**src/rtl/core_dispatcher_pkg.sv**
```systemverilog
// Shared types for the core dispatcher: per-core status codes and FSM states.
package core_dispatcher_pkg;

  // Two-bit command driven onto each processor's status input.
  typedef enum logic [1:0] {
    ST_HOLD  = 2'b00,
    ST_START = 2'b01,
    ST_RUN   = 2'b10,
    ST_ABORT = 2'b11
  } core_st_e;

  // Dispatcher job sequencing.
  typedef enum logic [2:0] {
    S_IDLE   = 3'd0,
    S_LAUNCH = 3'd1,
    S_RUN    = 3'd2,
    S_ABORT  = 3'd3,
    S_DONE   = 3'd4
  } disp_state_e;

  localparam int NUM_CORES_DEF = 4;
  localparam int CNT_W_DEF     = 16;

endpackage

```
**src/rtl/core_dispatcher_if.sv**
```systemverilog
// Control/status bundle between the host, the processor array and the dispatcher.
interface core_dispatcher_if #(
  parameter int NUM_CORES = 4,
  parameter int CNT_W     = 16
);
  logic                   start;
  logic [NUM_CORES-1:0]   core_mask;
  logic [CNT_W-1:0]       timeout_lim;
  logic [NUM_CORES-1:0]   end_process;
  logic [2*NUM_CORES-1:0] core_status;
  logic                   busy;
  logic                   done;
  logic                   timed_out;
  logic [NUM_CORES-1:0]   cores_done;
  logic [CNT_W-1:0]       run_cycles;

  // Host / processor side.
  modport master (
    output start, core_mask, timeout_lim, end_process,
    input  core_status, busy, done, timed_out, cores_done, run_cycles
  );

  // Dispatcher side.
  modport slave (
    input  start, core_mask, timeout_lim, end_process,
    output core_status, busy, done, timed_out, cores_done, run_cycles
  );
endinterface

```
**src/rtl/core_done_tracker.sv**
```systemverilog
// One core's sticky completion bit and the status code it is shown.
module core_done_tracker
  import core_dispatcher_pkg::*;
(
  input  logic        clk,
  input  logic        rst,
  input  logic        clear,
  input  logic        capture,
  input  logic        mask_bit,
  input  logic        end_bit,
  input  disp_state_e state,
  output logic        new_done,
  output logic        done_bit,
  output logic [1:0]  status
);

  // A completion only counts for a launched core while the job is live.
  assign new_done = capture && mask_bit && end_bit;

  // Sticky done flag, cleared when a new job is accepted.
  always_ff @(posedge clk or posedge rst) begin
    if (rst) begin
      done_bit <= 1'b0;
    end else if (clear) begin
      done_bit <= 1'b0;
    end else if (new_done) begin
      done_bit <= 1'b1;
    end
  end

  // Status decoded only from registered state, so no input reaches the core combinationally.
  always_comb begin
    status = ST_HOLD;
    case (state)
      S_LAUNCH: if (mask_bit)              status = ST_START;
      S_RUN:    if (mask_bit && !done_bit) status = ST_RUN;
      S_ABORT:  if (mask_bit && !done_bit) status = ST_ABORT;
      default:  status = ST_HOLD;
    endcase
  end

endmodule

```
**src/rtl/core_dispatcher.sv**
```systemverilog
// Launches a job on a subset of processor cores, tracks completion and enforces a cycle limit.
module core_dispatcher
  import core_dispatcher_pkg::*;
#(
  parameter int NUM_CORES = NUM_CORES_DEF,
  parameter int CNT_W     = CNT_W_DEF
) (
  input logic               clk,
  input logic               rst,
  core_dispatcher_if.slave  bus
);

  disp_state_e            state_reg, state_next;
  logic [NUM_CORES-1:0]   mask_reg;
  logic [CNT_W-1:0]       lim_reg;
  logic [CNT_W-1:0]       run_cycles_reg;
  logic                   timed_out_reg;
  logic [NUM_CORES-1:0]   new_done;
  logic [NUM_CORES-1:0]   cores_done;
  logic                   accept;
  logic                   capture;
  logic                   all_done;
  logic                   limit_hit;

  // A launch needs at least one core; an empty mask only produces a done pulse.
  assign accept    = (state_reg == S_IDLE) && bus.start && (bus.core_mask != '0);
  assign capture   = (state_reg == S_LAUNCH) || (state_reg == S_RUN);
  assign all_done  = ((cores_done | new_done) & mask_reg) == mask_reg;
  // Compared one bit wider so a saturated counter can never alias onto the limit.
  assign limit_hit = (lim_reg != '0) &&
                     (({1'b0, run_cycles_reg} + (CNT_W+1)'(1)) == {1'b0, lim_reg});

  for (genvar gi = 0; gi < NUM_CORES; gi++) begin : g_core
    core_done_tracker u_trk (
      .clk      (clk),
      .rst      (rst),
      .clear    (accept),
      .capture  (capture),
      .mask_bit (mask_reg[gi]),
      .end_bit  (bus.end_process[gi]),
      .state    (state_reg),
      .new_done (new_done[gi]),
      .done_bit (cores_done[gi]),
      .status   (bus.core_status[2*gi +: 2])
    );
  end

  // State register.
  always_ff @(posedge clk or posedge rst) begin
    if (rst) state_reg <= S_IDLE;
    else     state_reg <= state_next;
  end

  // Next-state logic; completion is checked before the timeout so it wins a tie.
  always_comb begin
    state_next = state_reg;
    case (state_reg)
      S_IDLE:   if (bus.start) state_next = (bus.core_mask != '0) ? S_LAUNCH : S_DONE;
      S_LAUNCH: state_next = S_RUN;
      S_RUN: begin
        if (all_done)       state_next = S_DONE;
        else if (limit_hit) state_next = S_ABORT;
      end
      S_ABORT:  state_next = S_DONE;
      S_DONE:   state_next = S_IDLE;
      default:  state_next = S_IDLE;
    endcase
  end

  // Job parameters, run counter and timeout flag.
  always_ff @(posedge clk or posedge rst) begin
    if (rst) begin
      mask_reg       <= '0;
      lim_reg        <= '0;
      run_cycles_reg <= '0;
      timed_out_reg  <= 1'b0;
    end else begin
      if (accept) begin
        mask_reg       <= bus.core_mask;
        lim_reg        <= bus.timeout_lim;
        run_cycles_reg <= '0;
      end else if (state_reg == S_RUN && run_cycles_reg != '1) begin
        run_cycles_reg <= run_cycles_reg + CNT_W'(1);
      end
      if (state_reg == S_IDLE && bus.start) begin
        timed_out_reg <= 1'b0;
      end else if (state_reg == S_RUN && state_next == S_ABORT) begin
        timed_out_reg <= 1'b1;
      end
    end
  end

  assign bus.busy       = (state_reg == S_LAUNCH) || (state_reg == S_RUN) || (state_reg == S_ABORT);
  assign bus.done       = (state_reg == S_DONE);
  assign bus.timed_out  = timed_out_reg;
  assign bus.cores_done = cores_done;
  assign bus.run_cycles = run_cycles_reg;

endmodule

```
**src/flat_wrapper.sv**
```systemverilog
// flat-port wrapper written by rule: the top's interface ports become plain ports
module core_dispatcher_flat import core_dispatcher_pkg::*;
#(
  parameter int NUM_CORES = NUM_CORES_DEF,
  parameter int CNT_W     = CNT_W_DEF
)
  (clk, rst, bus_start, bus_core_mask, bus_timeout_lim, bus_end_process, bus_core_status, bus_busy, bus_done, bus_timed_out, bus_cores_done, bus_run_cycles);
  core_dispatcher_if #(.NUM_CORES(NUM_CORES), .CNT_W(CNT_W)) bus_i ();
  input logic clk;
  input logic rst;
  input wire logic [$bits(bus_i.start)-1:0] bus_start;
  input wire logic [$bits(bus_i.core_mask)-1:0] bus_core_mask;
  input wire logic [$bits(bus_i.timeout_lim)-1:0] bus_timeout_lim;
  input wire logic [$bits(bus_i.end_process)-1:0] bus_end_process;
  output wire logic [$bits(bus_i.core_status)-1:0] bus_core_status;
  output wire logic [$bits(bus_i.busy)-1:0] bus_busy;
  output wire logic [$bits(bus_i.done)-1:0] bus_done;
  output wire logic [$bits(bus_i.timed_out)-1:0] bus_timed_out;
  output wire logic [$bits(bus_i.cores_done)-1:0] bus_cores_done;
  output wire logic [$bits(bus_i.run_cycles)-1:0] bus_run_cycles;
  assign bus_i.start = bus_start;
  assign bus_i.core_mask = bus_core_mask;
  assign bus_i.timeout_lim = bus_timeout_lim;
  assign bus_i.end_process = bus_end_process;
  assign bus_core_status = bus_i.core_status;
  assign bus_busy = bus_i.busy;
  assign bus_done = bus_i.done;
  assign bus_timed_out = bus_i.timed_out;
  assign bus_cores_done = bus_i.cores_done;
  assign bus_run_cycles = bus_i.run_cycles;
  core_dispatcher #(.NUM_CORES(NUM_CORES), .CNT_W(CNT_W)) u_core (.clk(clk), .rst(rst), .bus(bus_i));
endmodule
```
**config.mk**
```make
export PLATFORM = sky130hd
export DESIGN_NAME = core_dispatcher_flat
export DESIGN_NICKNAME = d
export VERILOG_FILES = /design/src/rtl/core_dispatcher_pkg.sv /design/src/rtl/core_dispatcher_if.sv /design/src/rtl/core_done_tracker.sv /design/src/rtl/core_dispatcher.sv /design/src/flat_wrapper.sv
export SDC_FILE = /design/constraint.sdc
export NUM_CORES = 1
export LEC_CHECK = 0
export CORE_MARGIN = 8
export CORE_UTILIZATION = 46
export CTS_CLUSTER_DIAMETER = 50
export DETAILED_ROUTE_END_ITERATION = 8
export PLACE_DENSITY = 0.76
export SYNTH_ARGS = -nofsm -noshare
export SYNTH_HDL_FRONTEND = slang
export SYNTH_SLANG_ARGS = --single-unit
```
**constraint.sdc**
```tcl
create_clock -name clk -period 1.9 [get_ports clk]
set_input_delay 0.19 -clock clk [delete_from_list [all_inputs] [get_ports clk]]
set_output_delay 0.19 -clock clk [all_outputs]
set_load 0.05 [all_outputs]
```
==> results of run 1 <==
## cells in the final DEF (no fill, tap or decap), types with 2 or more instances in the layout
master / instances
bufinv_16: 2
nand4_1: 10
buf_4: 52
nor3_1: 6
dfrtp_1: 30
nor2b_1: 5
inv_1: 5
nand3_1: 6
nor4_1: 5
dlymetal6s2s_1: 3
xor2_1: 7
dfrtp_2: 12
o211ai_1: 2
nor2_1: 25
nor4_4: 2
and3_1: 3
nor2b_2: 2
dfrtp_4: 2
xnor2_1: 16
o31ai_1: 7
mux2_2: 20
o21ai_0: 4
o21ai_1: 16
nand2b_1: 8
buf_12: 8
nand2_1: 11
nand3b_1: 3
a21oi_1: 9
o41ai_1: 2
and4_1: 3
nand3_4: 2
clkdlybuf4s50_1: 39
nor4_2: 2
clkbuf_8: 5
a31oi_1: 6
a21boi_0: 2
## what timing repair did
action,in CTS,in global routing
hold endpoints to repair,0,0
endpoints found under the setup margin,8,20
pin swaps,1,6
gates resized for setup,4,21
buffers inserted,3,11
## layer usage
| metal | track usage | vias to the layer above | wire length, um |
|---|---|---|---|
| met5 | 0 | - | 0 |
| met4 | 0.07231 | 0 | 236 |
| met3 | 0.03868 | 27 | 445 |
| met2 | 0.2848 | 109 | 3662 |
| met1 | 0.2326 | 1217 | 3410 |
| li1 | - | 1156 | - |
## worst reg2reg max path, cell delays in order, from the launching register on
cell and delay [ps]:
dfrtp_4 460, ha_4 180, nand3_4 90, or2_4 270, o31ai_4 260, buf_6 210, buf_4 130, nor2_1 40
o21ai_1 130, nand2_1 70
## power by group through the flow
| stage | registers [mW] | clock network [mW] | logic, mW |
|---|---|---|---|
| final | 1.58 | 0.853 | 2.95 |
| after global routing | 1.62 | 0.901 | 3.17 |
| after CTS | 1.57 | 0.856 | 2.76 |
| after detailed placement | 1.60 | 0 | 2.68 |
| after global placement | 1.58 | 0 | 2.63 |
| after floorplan | 1.57 | 0 | 1.78 |
## kinds of logic (layout without fill, tap and decap cells)
group / after synthesis / count (layout) / share of synthesized area
and+or+nand+nor: 101 / 101 / 0.2216
muxes: 20 / 20 / 0.08671
AOI/OAI and AO/OA: 55 / 55 / 0.1310
DFF: 44 / 44 / 0.4239
xor gates and xnor gates: 24 / 24 / 0.08092
adders and majority gates: 1 / 1 / 0.004816
buffers and inverters: 25 / 116 / 0.05106
## final cells by class
cell class,count,area share
Tap cell,72,0.02357
Clock inverter,2,0.01571
Timing Repair Buffer,103,0.2589
Sequential cell,44,0.2939
Clock buffer,6,0.01899
Multi-Input combinational cell,201,0.3840
Inverter,5,0.004910
## worst max-delay path by stage
stage,from,to,depth (start not counted)
6_report,u_core.bus.run_cycles[0],u_core.bus.run_cycles[14],9
5_1_grt,u_core.bus.run_cycles[9],u_core.bus.run_cycles[14],8
4_1_cts,u_core.bus.run_cycles[0],u_core.bus.timed_out,6
3_5_place_dp,u_core.bus.run_cycles[2],u_core.bus.timed_out,6
3_3_place_gp,u_core.bus.run_cycles[2],u_core.bus.timed_out,6
2_1_floorplan,u_core.bus.run_cycles[1],u_core.bus.timed_out,6
## through the flow
stage               total power [mW]  hold slack, ps
CTS                            5.189           262.9
finish                         5.382           253.3
global route                   5.690           291.9
global placement               4.209           523.8
floorplan                      3.354           329.7
detailed placement             4.278           527.9
==> flow_metrics.py, run 1 <==
metrics = {
    "clock_network": {
        "clkLatencyLatePin_ps": 300,
        "cts_sinks": 44,
        "h-tree-depth": 2,
        "cts_made_buffers": 5,
        "cts_root_buf": "clkbuf_8",
        "cts_tree": "yes",
        "clockBufferDepth": 2,
        "clk_pin_slew_ps": 90,
        "holdBufCountCts": 0,
    },
    "power": {
        "p_int_mw": 3.146,
        "p_clk_frac": 0.158,
        "pwr-share-comb": 0.548,
        "peakVddDrop_mv": 0.6215,
        "powerDensity_nw_per_um2": 1408,
        "leakagePower_nw": 1.618,
        "sw_frac_of_total": 0.4155,
        "power.switching_mw": 2.236,
        "p_seq_frac": 0.293,
    },
    "worst_setup_path": {
        "critPathRequiredTime_ps": 2090,
        "crit_fanout": 15,
        "slowest_stage": "dfrtp_4",
        "cp_top_family": "simple AND/OR/NAND/NOR gates",
        "crit_buf_inv": 2,
        "timing.rr.start": "u_core.bus.run_cycles[0]",
        "cp_cell_sequence": "ha_4 > nand3_4 > or2_4 > o31ai_4 > buf_6 > buf_4 > nor2_1 > o21ai_1 > nand2_1",
        "end_kind": "flip-flop",
        "rrSetupSlack_ps": -40,
        "reg2reg_depth": 9,
        "rr_endpoint": "u_core.bus.run_cycles[14]",
        "slowest_delay_ps": 460,
        "critPathKind": "flip-flop to flip-flop",
        "cp.arrival_ps": 2130,
        "start_kind": "flip-flop",
    },
    "sta": {
        "worstMarginPinSlew_ps": 526.3,
        "max_freq_mhz": 515.6,
        "slew_violations": 0,
        "tns_ps": -71.06,
        "hold_viol_final": 0,
        "finalWorstSetupSlack_ps": -39.60,
        "post-route-period-util": 1.021,
        "setup_viol": 2,
        "max_slew_margin": 0.6480,
        "post-route-min-period_ps": 1940,
        "rsz0062_at_grt": "true",
        "finalClockSkew_ps": 7.105,
    },
    "placement": {
        "dp.final_hpwl_um": 5550,
        "dp_cells": 411,
        "portBuffers": 57,
        "place_area_um2": 3516,
        "place_congestion": 0.9155,
        "dpl_worst_slack_ps": -65.51,
    },
    "finish": {
        "final_cell_area_um2": 3822,
        "drive_gt1_frac": 0.3407,
        "num-nets-final": 388,
        "nFillCells": 424,
        "multi_input_area_um2": 1468,
        "fin_util": 0.6984,
        "area_growth_syn_to_layout_pct": 47.16,
        "seq_area_um2": 1124,
        "final_cells": 433,
        "num_antenna_cells": 0,
    },
    "yosys": {
        "synth.yosys.seq_area_share": 0.4239,
        "postSynthNetCount": 298,
        "synthTopCellsByArea": "dfrtp_1 (42%), mux2_2 (8.7%), xnor2_1 (5.7%)",
        "synth_top_cell_area_share": 0.4239,
        "async_reset_ff_frac": 1.000,
        "ys_dominant_reg_cell": "dfrtp_1",
        "yosys.area.top_type": "dfrtp_1",
        "synth_area_um2": 2597,
        "synth_warnings": 0,
        "synth.most_common_cell": "dfrtp_1",
        "yosys.cell_types.count": 42,
        "avgSynthCellArea_um2": 9.620,
        "synth-seq-cells": 44,
        "postSynthCellCount": 270,
        "synth_common_cells": "dfrtp_1 (44), nor2_1 (25), mux2_2 (20), xnor2_1 (17), o21ai_0 (13)",
        "synth_edf_count": 0,
    },
    "floorplanning": {
        "core_region_area_um2": 5473,
        "io_pins": 58,
        "fp.dieArea_um2": 8307,
        "die_h_um": 91.15,
        "die_x_um": 91.15,
        "initial_utilization": 0.4746,
        "rows": 27,
    },
    "detailed_routing": {
        "antenna_left": 0,
        "routed_wl_um": 7754,
        "wl_per_cell_um": 17.91,
        "firstDrtPassIters": 4,
        "vias": 2509,
        "dr.first_iter.drc_count": 234,
        "vias_per_cell": 5.794,
        "drc_errors": 0,
    },
    "global_routing": {
        "grt_max_degree": 45,
        "grt_overflow": 0,
        "grt_pass1_wl_um": 12320,
        "grt_use_total": 0.1797,
        "antenna_found_initial": 0,
        "grt_pass1_vias": 2497,
    },
    "hold_path": {
        "hp-class": "input port to async pin",
    },
    "job": {
        "cap_violations": 0,
    },
    "status": {
        "violations": "setup timing",
        "outcome": "finished with violations",
    },
}
No activity file was read; power rests on OpenSTA's default activity.
==> inputs of run 2 (changes only) <==
GPL_ROUTABILITY_DRIVEN = 1   (was not set)
SKIP_LAST_GASP = 1   (was not set)
==> flow_metrics.py, run 2 (synthesis results as in run 1) <==
metrics = {
    "worst_setup_path": {
        "crit_buf_inv": 1,
        "start_kind": "flip-flop",
        "critPathKind": "flip-flop to flip-flop",
        "slowest_stage": "dfrtp_4",
        "cp_cell_sequence": "ha_4 > nand3_4 > or2_4 > o31ai_4 > buf_6 > and2_4 > o21ai_1 > o41ai_1",
        "crit_fanout": 7,
        "critPathRequiredTime_ps": 2050,
        "reg2reg_depth": 8,
        "cp_top_family": "simple AND/OR/NAND/NOR gates",
        "end_kind": "flip-flop",
        "path_depth": 8,
        "cp.arrival_ps": 2100,
        "slowest_delay_ps": 460,
    },
    "clock_network": {
        "clk_pin_slew_ps": 80,
        "clkLatencyLatePin_ps": 300,
        "cts_tree": "yes",
        "cts_made_buffers": 5,
        "cts_sinks": 44,
        "holdBufCountCts": 0,
        "cts_root_buf": "clkbuf_8",
        "clockBufferDepth": 2,
        "h-tree-depth": 2,
    },
    "placement": {
        "portBuffers": 57,
        "place_area_um2": 3516,
        "place_congestion": 0.9155,
        "dpl_worst_slack_ps": -65.51,
        "dp_cells": 411,
        "dp.final_hpwl_um": 5550,
    },
    "job": {
        "cap_violations": 0,
    },
    "floorplanning": {
        "rows": 27,
        "io_pins": 58,
        "fp.dieArea_um2": 8307,
        "initial_utilization": 0.4746,
        "die_x_um": 91.15,
        "die_h_um": 91.15,
        "core_region_area_um2": 5473,
    },
    "power": {
        "p_int_mw": 3.199,
        "p_clk_frac": 0.154,
        "p_seq_frac": 0.289,
        "sw_frac_of_total": 0.4143,
        "peakVddDrop_mv": 0.5921,
        "power.switching_mw": 2.262,
        "pwr-share-comb": 0.557,
        "leakagePower_nw": 1.604,
        "powerDensity_nw_per_um2": 1419,
    },
    "detailed_routing": {
        "vias_per_cell": 5.844,
        "routed_wl_um": 7881,
        "wl_met3_um": 546,
        "vias": 2542,
        "highest_layer": "met4",
        "wl_per_cell_um": 18.12,
        "wl_met1_um": 3365,
        "drc_errors": 0,
        "firstDrtPassIters": 5,
        "antenna_left": 0,
        "dr.first_iter.drc_count": 268,
        "wl_met2_um": 3802,
    },
    "finish": {
        "nFillCells": 417,
        "num-nets-final": 390,
        "final_common_cell": "buf_4",
        "num_antenna_cells": 0,
        "drive_gt1_frac": 0.3471,
        "area_growth_syn_to_layout_pct": 48.17,
        "final_cells": 435,
        "layout_common_cells": "buf_4 (51), clkdlybuf4s50_1 (40), dfrtp_1 (30)",
        "final_cell_area_um2": 3849,
    },
    "sta": {
        "finalWorstSetupSlack_ps": -52.05,
        "tns_ps": -119.5,
        "worstMarginPinSlew_ps": 530.7,
        "hold_viol_final": 0,
        "setup_viol": 5,
        "post-route-min-period_ps": 1952,
        "finalClockSkew_ps": 5.883,
        "rsz0062_at_grt": "true",
        "max_slew_margin": 0.6451,
        "max_freq_mhz": 512.3,
        "slew_violations": 0,
        "post-route-period-util": 1.027,
    },
    "hold_path": {
        "hp-class": "input port to async pin",
    },
    "status": {
        "outcome": "finished with violations",
        "violations": "setup timing",
    },
    "global_routing": {
        "grt_pass1_vias": 2487,
        "grt_use_total": 0.1788,
        "antenna_found_initial": 0,
        "grt_overflow": 0,
        "grt_max_degree": 45,
        "grt_pass1_wl_um": 12270,
    },
}
[run 2: final cells by class]
class / count / area (um^2) / share of cell area
clock buffer: 6 / 72.57 / 0.01886
clock inverter: 2 / 60.06 / 0.01560
timing repair buffer: 104 / 1002 / 0.2604
tap: 72 / 90.09 / 0.02341
multi-input combinational: 202 / 1481 / 0.3849
inverter: 5 / 18.77 / 0.004876
sequential: 44 / 1124 / 0.2919
[run 2: path summary, 6_finish.rpt]
check / startpoint / to / slack (ps)
min in group clk: bus_start / u_core.state_reg[2] / 500
worst max-delay path: u_core.bus.run_cycles[0] / u_core.bus.run_cycles[7] / -50
worst min-delay path: rst / u_core.lim_reg[2] / 250
worst min register to register: u_core.bus.timed_out / u_core.bus.timed_out / 540
max in group asynchronous: rst / u_core.bus.run_cycles[2] / 1420
worst max register to register: u_core.bus.run_cycles[0] / u_core.bus.run_cycles[7] / -50
[run 2: metal layers]
metal  up-vias  GRT usage
met4         0    0.06548
met5         -          0
met1      1231     0.2356
met3        22    0.03621
li1       1162          -
met2       127     0.2830
[run 2: power groups by stage]
stage	registers [mW]	logic, mW	clock network, mW
floorplan	1.57	1.78	0
global placement	1.58	2.63	0
detailed placement	1.60	2.68	0
CTS	1.57	2.75	0.856
global route	1.62	3.26	0.890
finish	1.58	3.04	0.840
[run 2: tightest hold or removal path, delay by kind of cell]
kind	cells	cell delay [ps]
buffers and inverters	3	730
[run 2: timing repair]
item                       CTS  global route
resized for setup            2            19
setup endpoints to repair    8            20
setup buffers                3            11
pin swaps                    0             6
gates cloned                 0             2
[run 2: stage by stage]
| stage | hold WS [ps] | power [mW] | utilization |
|---|---|---|---|
| global placement | 523.8 | 4.209 | 0.6424 |
| detailed placement | 527.9 | 4.278 | 0.6424 |
| floorplan | 329.7 | 3.354 | - |
| global route | 293.7 | 5.777 | 0.7032 |
| CTS | 262.9 | 5.181 | 0.6719 |
| finish | 252.1 | 5.461 | 0.7032 |
